### src/rtl/spi_mem_pkg.sv
// Shared types for the SPI memory subsystem: master/slave state encodings and command bits.
// Latency: none (types and constants only).
// Backpressure: not applicable.
package spi_mem_pkg;

  typedef enum logic [2:0] {
    IDLE, CMD, ADDR, WDATA, RDATA, WAIT_DONE, RESP, ERR
  } master_state_e;

  typedef enum logic [2:0] {
    S_IDLE, S_CMD, S_ADDR, S_WDATA, S_WRITE, S_READ, S_SEND, S_DONE
  } slave_state_e;

  localparam logic CMD_WR = 1'b1;
  localparam logic CMD_RD = 1'b0;

  // Statistics counters stick at all-ones instead of wrapping.
  function automatic logic [15:0] sat_inc16(input logic [15:0] v);
    return (v == 16'hFFFF) ? v : v + 16'd1;
  endfunction

endpackage

### src/rtl/spi_mem_slave.sv
// SPI slave with word memory: receives cmd/addr(/wdata) LSB first, writes or shifts read data out.
// Latency: write commits ADDR_W+DATA_W+2 edges after cs falls; read data starts ADDR_W+2 edges after.
// Backpressure: none; follows the master bit-for-bit and pulses o_op_done once per frame.
module spi_mem_slave
  import spi_mem_pkg::*;
#(
  parameter int ADDR_W = 8,
  parameter int DATA_W = 8,
  parameter int DEPTH  = 128
) (
  input  logic clk,
  input  logic rst,
  input  logic i_cs,
  input  logic i_mosi,
  output logic o_miso,
  output logic o_op_done
);
  localparam int CNT_W  = $clog2(ADDR_W + DATA_W + 1);
  localparam int MEM_AW = (DEPTH > 1) ? $clog2(DEPTH) : 1;
  localparam logic [CNT_W-1:0]  ADDR_LAST = CNT_W'(ADDR_W - 1);
  localparam logic [CNT_W-1:0]  DATA_LAST = CNT_W'(DATA_W - 1);
  localparam logic [ADDR_W:0]   DEPTH_V   = (ADDR_W + 1)'(DEPTH);

  slave_state_e        r_state, w_next;
  logic                r_cmd;
  logic [ADDR_W-1:0]   r_addr;
  logic [DATA_W-1:0]   r_data;
  logic [CNT_W-1:0]    r_cnt;
  logic                r_op_done;
  logic [DATA_W-1:0]   r_mem [DEPTH];
  logic [MEM_AW-1:0]   w_idx;
  logic                w_in_range;

  // The master never sends an out-of-range address; the guard keeps a stray one harmless.
  assign w_idx      = r_addr[MEM_AW-1:0];
  assign w_in_range = ({1'b0, r_addr} < DEPTH_V);
  assign o_miso     = (r_state == S_SEND) ? r_data[0] : 1'b0;
  assign o_op_done  = r_op_done;

  // State register.
  always_ff @(posedge clk or negedge rst) begin
    if (!rst) r_state <= S_IDLE;
    else      r_state <= w_next;
  end

  // Next state: walk the frame fields; cs rising early abandons the frame.
  always_comb begin
    w_next = r_state;
    case (r_state)
      S_IDLE:  if (!i_cs) w_next = S_CMD;
      S_CMD:   w_next = S_ADDR;
      S_ADDR:  if (r_cnt == ADDR_LAST) w_next = (r_cmd == CMD_WR) ? S_WDATA : S_READ;
      S_WDATA: if (r_cnt == DATA_LAST) w_next = S_WRITE;
      S_WRITE: w_next = S_DONE;
      S_READ:  w_next = S_SEND;
      S_SEND:  if (r_cnt == DATA_LAST) w_next = S_DONE;
      S_DONE:  if (i_cs) w_next = S_IDLE;
      default: w_next = S_IDLE;
    endcase
    if (i_cs && (r_state != S_IDLE)) w_next = S_IDLE;
  end

  // Shift registers, bit counter, memory and the one-cycle done pulse.
  always_ff @(posedge clk or negedge rst) begin
    if (!rst) begin
      r_cmd     <= 1'b0;
      r_addr    <= '0;
      r_data    <= '0;
      r_cnt     <= '0;
      r_op_done <= 1'b0;
      for (int i = 0; i < DEPTH; i++) r_mem[i] <= '0;
    end else begin
      r_op_done <= 1'b0;
      case (r_state)
        S_IDLE:  r_cmd <= i_mosi;
        S_CMD: begin
          r_addr <= (r_addr >> 1) | (ADDR_W'(i_mosi) << (ADDR_W - 1));
          r_cnt  <= CNT_W'(1);
        end
        S_ADDR: begin
          r_addr <= (r_addr >> 1) | (ADDR_W'(i_mosi) << (ADDR_W - 1));
          r_cnt  <= (r_cnt == ADDR_LAST) ? '0 : r_cnt + 1'b1;
        end
        S_WDATA: begin
          r_data <= (r_data >> 1) | (DATA_W'(i_mosi) << (DATA_W - 1));
          r_cnt  <= r_cnt + 1'b1;
        end
        S_WRITE: begin
          if (w_in_range) r_mem[w_idx] <= r_data;
          r_op_done <= 1'b1;
        end
        S_READ: begin
          r_data <= w_in_range ? r_mem[w_idx] : '0;
          r_cnt  <= '0;
        end
        S_SEND: begin
          r_data <= r_data >> 1;
          r_cnt  <= r_cnt + 1'b1;
          if (r_cnt == DATA_LAST) r_op_done <= 1'b1;
        end
        default: ;
      endcase
    end
  end

endmodule

### src/rtl/spi_mem_sys.sv
// Host request/response front end plus SPI master driving an on-chip SPI slave memory.
// Latency: response ADDR_W+DATA_W+3 edges after accept; range errors respond after 1 edge.
// Backpressure: response held until rsp_ready; one request in flight. Option: SPI_MEM_STATS_EN adds op counters.
module spi_mem_sys
  import spi_mem_pkg::*;
#(
  parameter int ADDR_W = 8,
  parameter int DATA_W = 8,
  parameter int DEPTH  = 128
) (
  input  logic              clk,
  input  logic              rst,
  input  logic              req_valid,
  output logic              req_ready,
  input  logic              req_wr,
  input  logic [ADDR_W-1:0] req_addr,
  input  logic [DATA_W-1:0] req_wdata,
  output logic              rsp_valid,
  input  logic              rsp_ready,
  output logic [DATA_W-1:0] rsp_rdata,
  output logic              rsp_err,
  output logic              busy
`ifdef SPI_MEM_STATS_EN
  ,
  output logic [15:0]       wr_cnt,
  output logic [15:0]       rd_cnt,
  output logic [15:0]       err_cnt
`endif
);
  localparam int CNT_W = $clog2(ADDR_W + DATA_W + 1);
  localparam logic [CNT_W-1:0] ADDR_LAST = CNT_W'(ADDR_W - 1);
  localparam logic [CNT_W-1:0] DATA_LAST = CNT_W'(DATA_W - 1);
  // Read data arrives two edges after the last address bit leaves the master.
  localparam logic [CNT_W-1:0] RD_FIRST  = CNT_W'(2);
  localparam logic [CNT_W-1:0] RD_LAST   = CNT_W'(DATA_W + 1);
  localparam logic [ADDR_W:0]  DEPTH_V   = (ADDR_W + 1)'(DEPTH);

  master_state_e              r_state, w_next;
  logic                       r_wr;
  logic [ADDR_W+DATA_W-1:0]   r_tx;
  logic [DATA_W-1:0]          r_rx;
  logic [CNT_W-1:0]           r_cnt;
  logic                       r_cs;
  logic                       r_mosi;
  logic [DATA_W-1:0]          r_rdata;
  logic                       r_err;
  logic                       w_oor;
  logic                       w_miso;
  logic                       w_op_done;

  assign w_oor     = ({1'b0, req_addr} >= DEPTH_V);
  assign req_ready = (r_state == IDLE);
  assign rsp_valid = (r_state == RESP);
  assign busy      = (r_state != IDLE);
  assign rsp_rdata = r_rdata;
  assign rsp_err   = r_err;

  spi_mem_slave #(.ADDR_W(ADDR_W), .DATA_W(DATA_W), .DEPTH(DEPTH)) u_slave (
    .clk       (clk),
    .rst       (rst),
    .i_cs      (r_cs),
    .i_mosi    (r_mosi),
    .o_miso    (w_miso),
    .o_op_done (w_op_done)
  );

  // State register.
  always_ff @(posedge clk or negedge rst) begin
    if (!rst) r_state <= IDLE;
    else      r_state <= w_next;
  end

  // Next state: frame sequencing, range-error shortcut and response handshake.
  always_comb begin
    w_next = r_state;
    case (r_state)
      IDLE:      if (req_valid) w_next = w_oor ? ERR : CMD;
      CMD:       w_next = ADDR;
      ADDR:      if (r_cnt == ADDR_LAST) w_next = (r_wr == CMD_WR) ? WDATA : RDATA;
      WDATA:     if (r_cnt == DATA_LAST) w_next = WAIT_DONE;
      RDATA:     if (r_cnt == RD_LAST) w_next = WAIT_DONE;
      WAIT_DONE: if (w_op_done) w_next = RESP;
      ERR:       w_next = RESP;
      RESP:      if (rsp_ready) w_next = IDLE;
      default:   w_next = IDLE;
    endcase
  end

  // Link datapath: cs/mosi drive, read capture, response registers.
  always_ff @(posedge clk or negedge rst) begin
    if (!rst) begin
      r_wr    <= 1'b0;
      r_tx    <= '0;
      r_rx    <= '0;
      r_cnt   <= '0;
      r_cs    <= 1'b1;
      r_mosi  <= 1'b0;
      r_rdata <= '0;
      r_err   <= 1'b0;
    end else begin
      case (r_state)
        IDLE: if (req_valid) begin
          r_wr <= req_wr;
          r_tx <= {req_wdata, req_addr};
          if (!w_oor) begin
            r_cs   <= 1'b0;
            r_mosi <= req_wr ? CMD_WR : CMD_RD;
          end
        end
        CMD: begin
          r_mosi <= r_tx[0];
          r_tx   <= r_tx >> 1;
          r_cnt  <= CNT_W'(1);
        end
        ADDR: begin
          r_mosi <= r_tx[0];
          r_tx   <= r_tx >> 1;
          r_cnt  <= (r_cnt == ADDR_LAST) ? '0 : r_cnt + 1'b1;
        end
        WDATA: begin
          r_mosi <= r_tx[0];
          r_tx   <= r_tx >> 1;
          r_cnt  <= r_cnt + 1'b1;
        end
        RDATA: begin
          r_mosi <= 1'b0;
          if (r_cnt >= RD_FIRST) r_rx <= (r_rx >> 1) | (DATA_W'(w_miso) << (DATA_W - 1));
          r_cnt  <= r_cnt + 1'b1;
        end
        WAIT_DONE: begin
          r_mosi <= 1'b0;
          if (w_op_done) begin
            r_cs    <= 1'b1;
            r_rdata <= (r_wr == CMD_WR) ? '0 : r_rx;
            r_err   <= 1'b0;
          end
        end
        ERR: begin
          r_rdata <= '0;
          r_err   <= 1'b1;
        end
        RESP: if (rsp_ready) begin
          r_rdata <= '0;
          r_err   <= 1'b0;
        end
        default: ;
      endcase
    end
  end

`ifdef SPI_MEM_STATS_EN
  // Operation counters, bumped on the response handshake.
  always_ff @(posedge clk or negedge rst) begin
    if (!rst) begin
      wr_cnt  <= '0;
      rd_cnt  <= '0;
      err_cnt <= '0;
    end else if ((r_state == RESP) && rsp_ready) begin
      if (r_err)                err_cnt <= sat_inc16(err_cnt);
      else if (r_wr == CMD_WR)  wr_cnt  <= sat_inc16(wr_cnt);
      else                      rd_cnt  <= sat_inc16(rd_cnt);
    end
  end
`endif

endmodule

### config.mk
export PLATFORM = sky130hd
export DESIGN_NAME = spi_mem_sys
export DESIGN_NICKNAME = d
export VERILOG_FILES = /design/src/rtl/spi_mem_pkg.sv /design/src/rtl/spi_mem_slave.sv /design/src/rtl/spi_mem_sys.sv
export SDC_FILE = /design/constraint.sdc
export NUM_CORES = 2
export LEC_CHECK = 0
export CAP_MARGIN = 5
export CORE_ASPECT_RATIO = 0.6
export CORE_MARGIN = 2
export CORE_UTILIZATION = 54
export DETAILED_ROUTE_END_ITERATION = 6
export PLACE_DENSITY_LB_ADDON = 0.25
export RECOVER_POWER = 25
export SETUP_SLACK_MARGIN = 0.2
export SLEW_MARGIN = 40
export SYNTH_ARGS = -nofsm -noshare
export SYNTH_HDL_FRONTEND = slang
export SYNTH_HIERARCHICAL = 1
export SYNTH_SLANG_ARGS = --single-unit
### constraint.sdc
create_clock -name clk -period 3.1 [get_ports clk]
set_input_delay 0.62 -clock clk [delete_from_list [all_inputs] [get_ports clk]]
set_output_delay 0.62 -clock clk [all_outputs]
set_load 0.02 [all_outputs]
* Word level (Yosys, flattened, before mapping)
Index checks and enable logic that the tools add are counted.
** Cells by class
- Add/sub/neg operators :: 2
- Multiply operators :: 0
- Div/mod/pow operators :: 0
- Magnitude comparators :: 5
- Equality and inequality tests :: 29
- Shift operators :: 0
- Multiplexer cells :: 49
- Bitwise logic cells :: 4
- Reduce and logical (&&, ||, !) cells :: 27
** Operators by type and width (number)
- bitwise mux 1024 bit :: 1
- binary-select mux 8 bit (select 7 bit) :: 1
- demux 8 bit (select 7 bit) :: 1
- 2-to-1 mux 8 bit :: 7
- one-hot mux 3 bit (8 select lines) :: 2
- one-hot mux 8 bit (3 select lines) :: 2
- 2-to-1 mux 3 bit :: 15
- one-hot mux 16 bit (2 select lines) :: 1
- == test 3 bit, second input constant :: 8
- OR 7 x 8 -> 8 bit :: 3
- one-hot mux 5 bit (4 select lines) :: 1
- nonzero test 3 bit :: 6
- >= comparator 8 bit, second input constant :: 2
- 2-to-1 mux 16 bit :: 1
- one-hot mux 5 bit (3 select lines) :: 1
- == test 3 x 2 -> 1 bit, second input constant :: 4
- adder 5 x 1 -> 5 bit, second input constant :: 2
- == test 5 x 3 -> 1 bit, second input constant :: 2
- 2-to-1 mux 1 bit :: 10
- 2-to-1 mux 5 bit :: 2
- != test 2 bit, second input constant :: 5
- < comparator 8 x 1 -> 1 bit, second input constant :: 1
- < comparator 8 bit, second input constant :: 1
- NOT 7 -> 8 bit :: 1
- other kinds (20) :: 36
** Word-level totals
- Register bits :: 1094
- Bits in latches :: 0
- Bits in writable memories :: 0
- ROM bits :: 0
- Bits of input ports :: 21
- Output and inout bits :: 12
- Logic and storage cells :: 259
- Memories :: 0

* Logic depth before layout (Yosys ltp)
- Depth after elaboration :: 6
- Mapped depth :: 12
- Depth with buffers taken out :: 7

* Hierarchy
Netlist, hierarchy kept.
** By module, submodules not included
- spi_mem_slave :: instances 1, cells an instance 3348, area an instance 48736.7 sq um, seq. area each 26275.2 sq um
- spi_mem_sys :: instances 1, cells an instance 250, area an instance 2269.7 sq um, seq. area each 1102.3 sq um

* Worst setup path after synthesis
No wires, ideal clock.
- Path kind :: reg-to-reg
- Start point :: register u_slave.r_addr[0]
- End point :: register u_slave.r_data[7]
- Setup time :: 0.124 ns
- Arrival :: 2.073 ns
- Required time :: 2.976 ns
- Slack :: 0.903 ns
- Stages on the path, launching flop included :: 11
- Cells stage by stage :: dfrtp_1 > buf_6 > buf_12 > buf_12 > buf_6 > mux4_2 > mux2i_1 > nor2_1 > nor3_2 > a311oi_1 > a211o_1
** On the way
- Word-level cells in the longest chain between the ends :: 6
- Elaborated cells between the ends (all ways) :: 7
** RTL lines
- from (decl) :: line spi_mem_slave.sv:26 : logic [ADDR_W-1:0] r_addr;
- from (signal assigned) :: line spi_mem_slave.sv:77 : r_addr <= (r_addr >> 1) | (ADDR_W'(i_mosi) << (ADDR_W - 1));
- from (signal assigned) :: line spi_mem_slave.sv:81 : r_addr <= (r_addr >> 1) | (ADDR_W'(i_mosi) << (ADDR_W - 1));
- NOT 7 -> 8 bit (implied by the code) :: line spi_mem_slave.sv:93 : r_data <= w_in_range ? r_mem[w_idx] : '0;
- binary-select mux 8 bit (select 7 bit) :: line spi_mem_slave.sv:93
- 2-to-1 mux 8 bit (implied by the code) (2 in a row) :: line spi_mem_slave.sv:93
- 2-to-1 mux 8 bit * :: line spi_mem_slave.sv:93
- one-hot mux 8 bit (3 select lines) * :: line spi_mem_slave.sv:74 : case (r_state)
- to (signal assigned) :: line spi_mem_slave.sv:85 : r_data <= (r_data >> 1) | (DATA_W'(i_mosi) << (DATA_W - 1));
- to (signal assigned) :: line spi_mem_slave.sv:93
- to (signal assigned) :: line spi_mem_slave.sv:97 : r_data <= r_data >> 1;
- to (decl) :: line spi_mem_slave.sv:27 : logic [DATA_W-1:0] r_data;
Mark *: on every way between the ends. The rest lies on a longest branch, timed or not. The select of a mux whose other input is x is not followed.
A chain may end at the register's enable or synchronous reset.

* Final worst setup path
- Start point :: register u_slave.r_addr[2]
- End point :: register u_slave/r_mem[584] (netlist bit)
** On the way
- Word-level cells in the longest chain between the ends :: 6
- Elaborated cells between the ends (all ways) :: 9
** RTL lines
- NOT 7 -> 8 bit (implied by the code) :: line spi_mem_slave.sv:89 : if (w_in_range) r_mem[w_idx] <= r_data;
- >= comparator 8 bit (implied by the code) or < comparator 8 x 1 -> 1 bit (tied branches) :: line spi_mem_slave.sv:89
- logical AND 1 bit (implied by the code) :: line spi_mem_slave.sv:89
- 2-to-1 mux 8 bit (implied by the code) :: line spi_mem_slave.sv:89
- demux 8 bit (select 7 bit) :: line spi_mem_slave.sv:89
- bitwise mux 1024 bit :: line spi_mem_slave.sv:89
- to (signal, indexed assignment) :: line spi_mem_slave.sv:89
- to (decl) :: line spi_mem_slave.sv:30 : logic [DATA_W-1:0] r_mem [DEPTH];
Several ways; a longest one is shown, not always the timed one.

==> metrics.md <==
| Metric | Value |
|---|---|
| Outcome | `complete, but fails checks` |
| Failing checks | `capacitance limit, slew limit` |
| Max transition margin | `-31.7%` |
| Core box area | `93700 um^2` |
| Clock transition at path regs | `roughly 0.070 ns` |
| Post-synthesis sequential area ratio | `roughly 54%` |
| Worst hold margin | `between 0.4 and 0.5 ns` |
| HP Class | `in2reg` |
| P&R area growth vs syn | `11.8%` |
| Maxcap violations | `1` |
| Clk buf depth | `3` |
| Via density | `6.44` |
| Placed Area | `around 54000 um^2` |
| # diodes | `0` |
| Initial Util | `a little over half` |
| # IOs | `33` |
| Cell count after synthesis | `roughly 3600` |
| Fin crit period | `2.92 ns` |
| Hpwl dp | `about 92000 um` |
| H-tree lvl count | `3` |
| Top_reg_cell synth | `dfrtp_1` |
| Post-synth EDFFs | `0` |
| Count leader, synth | `dfrtp_1` |
| Power, Total | `41.6 mW` |
| Unique cell type count in the Yosys netlist | `90` |
| GR Overflow Total | `0` |
| Die X | `roughly 400 um` |
| Synth area leaders | `dfrtp_1 54%, mux2_2 24%, mux4_2 7.3%` |
| Async SR Flop Fraction | `100%` |
| F_max | `343 MHz` |
| First-pass GRT wire length | `between 200000 and 250000 um` |
| RSZ-0062 raised after global routing | `yes` |
| Setup Skew | `0.0261 ns` |
| TritonCTS buffer count | `97` |
| Leading area contributor after synthesis | `dfrtp_1` |
| Synthesized area | `51000 um^2` |
| Synth Warn # | `6` |
| Layout cells sized above 1 | `45.0%` |
| Die Ht | `242 um` |
| Multi-input logic area | `between 20000 and 25000 um^2` |
| First DRT Iteration DRCs | `approximately 3400` |
| Seq cells post-synth | `around 1100` |
| Antenna violations before repair | `3` |
| Final wirelength | `137000 um` |
| Setup CP Type | `reg2reg` |
| TritonCTS clock tree | `done` |
| Final setup viols | `0` |
| Row count | `87` |
| Post-synth top cells | `1093 x dfrtp_1, 1074 x mux2_2, 256 x nand2_1, 165 x mux4_2, 142 x clkbuf_1` |
| Skew-Pair Late Insertion Delay | `0.70 ns` |
| Syn_nets | `3623` |
| Critical path startpoint category | `flop` |
| Drt wl/cell | `approximately 27 um` |
| Router iterations before antenna repair | `5` |
| Synth top area share | `53.6%` |
| Syn Area/Cell | `approximately 14 um^2` |
| Sequential cell area | `about 27000 um^2` |
| PD cells | `729 nW/um^2` |
| Worst-path maximum fanout | `28` |
| Port bufs | `32` |
| Pleak | `27.5 nW` |
| Crit path DAT | `3.49 ns` |
| Clock Root Buffer | `clkbuf_16` |
| CTS Sinks | `roughly 1100` |
| Final RePlAce weighted congestion | `0.903` |
| Fin Setup TNS | `0 ns` |
| Largest net degree at the start of global routing | `93` |
| DR DRC count | `0` |
| Number of fill cells | `between 7000 and 8000` |
| Critical path capture point type | `flop` |
| Worst Max-Slew Pin Slew | `1.98 ns` |
| Req. time, crit path | `around 3.7 ns` |
| Final Hold Vio Count | `0` |
| Post-DRT Antenna Nets | `0` |
| Max-slew violations | `50` |
| Via count | `32100` |
| Die footprint | `97000 um^2` |
| Vias in the first global route | `~32000` |
| Design area | `57000 um^2` |
| Max VDD drop | `roughly 0.63 mV` |
| Layout Nets | `between 3000 and 4000` |
| R2R Setup Slk | `0.18 ns` |
| GRT Total Usage | `~28%` |
| Final Cycle Share | `a little over nine tenths` |
logic make-up (layout without fill, tap and decap cells):
logic type | count (synthesis) | count (layout) | synth area share [%]
flip-flops | 1094 | 1094 | 53.7
AO/OA/AOI/OAI | 368 | 368 | 5.26
multiplexers | 1349 | 1349 | 33.2
buffers and inverters | 286 | 429 | 3.04
AND/OR/NAND/NOR | 494 | 494 | 4.72
XOR/XNOR | 2 | 2 | 0.0343
adder cells (fa/ha/maj) | 5 | 5 | 0.118
critical path, stage by stage, from the launching register on:
cell	delay (ns)
dfrtp_4	0.55
buf_12	0.26
inv_2	0.07
nor2_2	0.68
buf_4	0.39
nand2_1	0.39
mux2_2	0.42
metal layers:
metal  share of wire, %  vias up  track usage, %
li1                   -    13500               -
met1                 48    17200            45.7
met2                 41     1218            37.7
met3                8.8      183            7.59
met4                1.9        0            6.33
met5                  0        -               0
path summary, 6_finish.rpt:
check                                   from            endpoint  cells past startpoint
max                        u_slave/r_addr[2]  u_slave/r_mem[584]                      6
min                             req_wdata[7]            r_tx[15]                      3
max reg2reg                u_slave/r_addr[2]  u_slave/r_mem[584]                      6
min reg2reg                     rsp_rdata[6]        rsp_rdata[6]                      2
max in group asynchronous                rst  u_slave/r_mem[278]                      4
min in group asynchronous                rst  u_slave/r_mem[661]                      2
where the power goes:
group	internal, mW	leakage, nW	switching, mW	total, mW
combinational	4.39	10.7	8.48	12.9
sequential	14.7	15.2	1.21	15.9
clock	7.33	1.63	5.45	12.8
cell usage in the layout, fill, tap and decap left out, types with 41 or more instances in the layout:
master and count:
dfrtp_1 1081, mux2_2 1074, nand2_1 250, mux4_2 165
buf_4 140, mux2i_1 110, clkbuf_16 102, a21oi_1 71
nor2_1 61, a22oi_1 46, buf_12 41
layout make-up:
| type | instances | area share [%] |
|---|---|---|
| multi-input cells | 2218 | 39.0 |
| clock inverters | 28 | 0.755 |
| flip-flops and latches | 1094 | 48.1 |
| well taps | 1246 | 2.73 |
| clock buffers | 145 | 5.06 |
| repair buffers | 241 | 4.24 |
| inverters | 15 | 0.0988 |
registers in the layout, summed over array words and instances, names as in the netlist, 3 cells and up:
name	cells
u_slave/r_data	8
r_state	3
r_cnt	5
u_slave/r_cnt	5
r_tx	16
u_slave/r_mem	1024
r_rx	8
u_slave/r_state	3
rsp_rdata	8
u_slave/r_addr	8
repair_timing:
item	4_1_cts	5_1_grt
buffers inserted	0	5
endpoints found under the hold margin	42	0
cloned	0	1
pin swaps	0	2
setup endpoints to repair	6	196
resized for setup	7	25
hold buffers	1	0
per-stage QoR:
| stage | instances | util, % | setup WS [ns] |
|---|---|---|---|
| finish | 4987 | 60.8 | 0.183 |
| CTS | 4980 | 60.7 | 0.204 |
| global placement | 4805 | 57.1 | 0.150 |
| global route | 4987 | 60.8 | 0.0764 |
| floorplan | 3598 | - | 0.903 |
| detailed placement | 4806 | 57.1 | 0.146 |
Power figures use the tool's default switching activity.
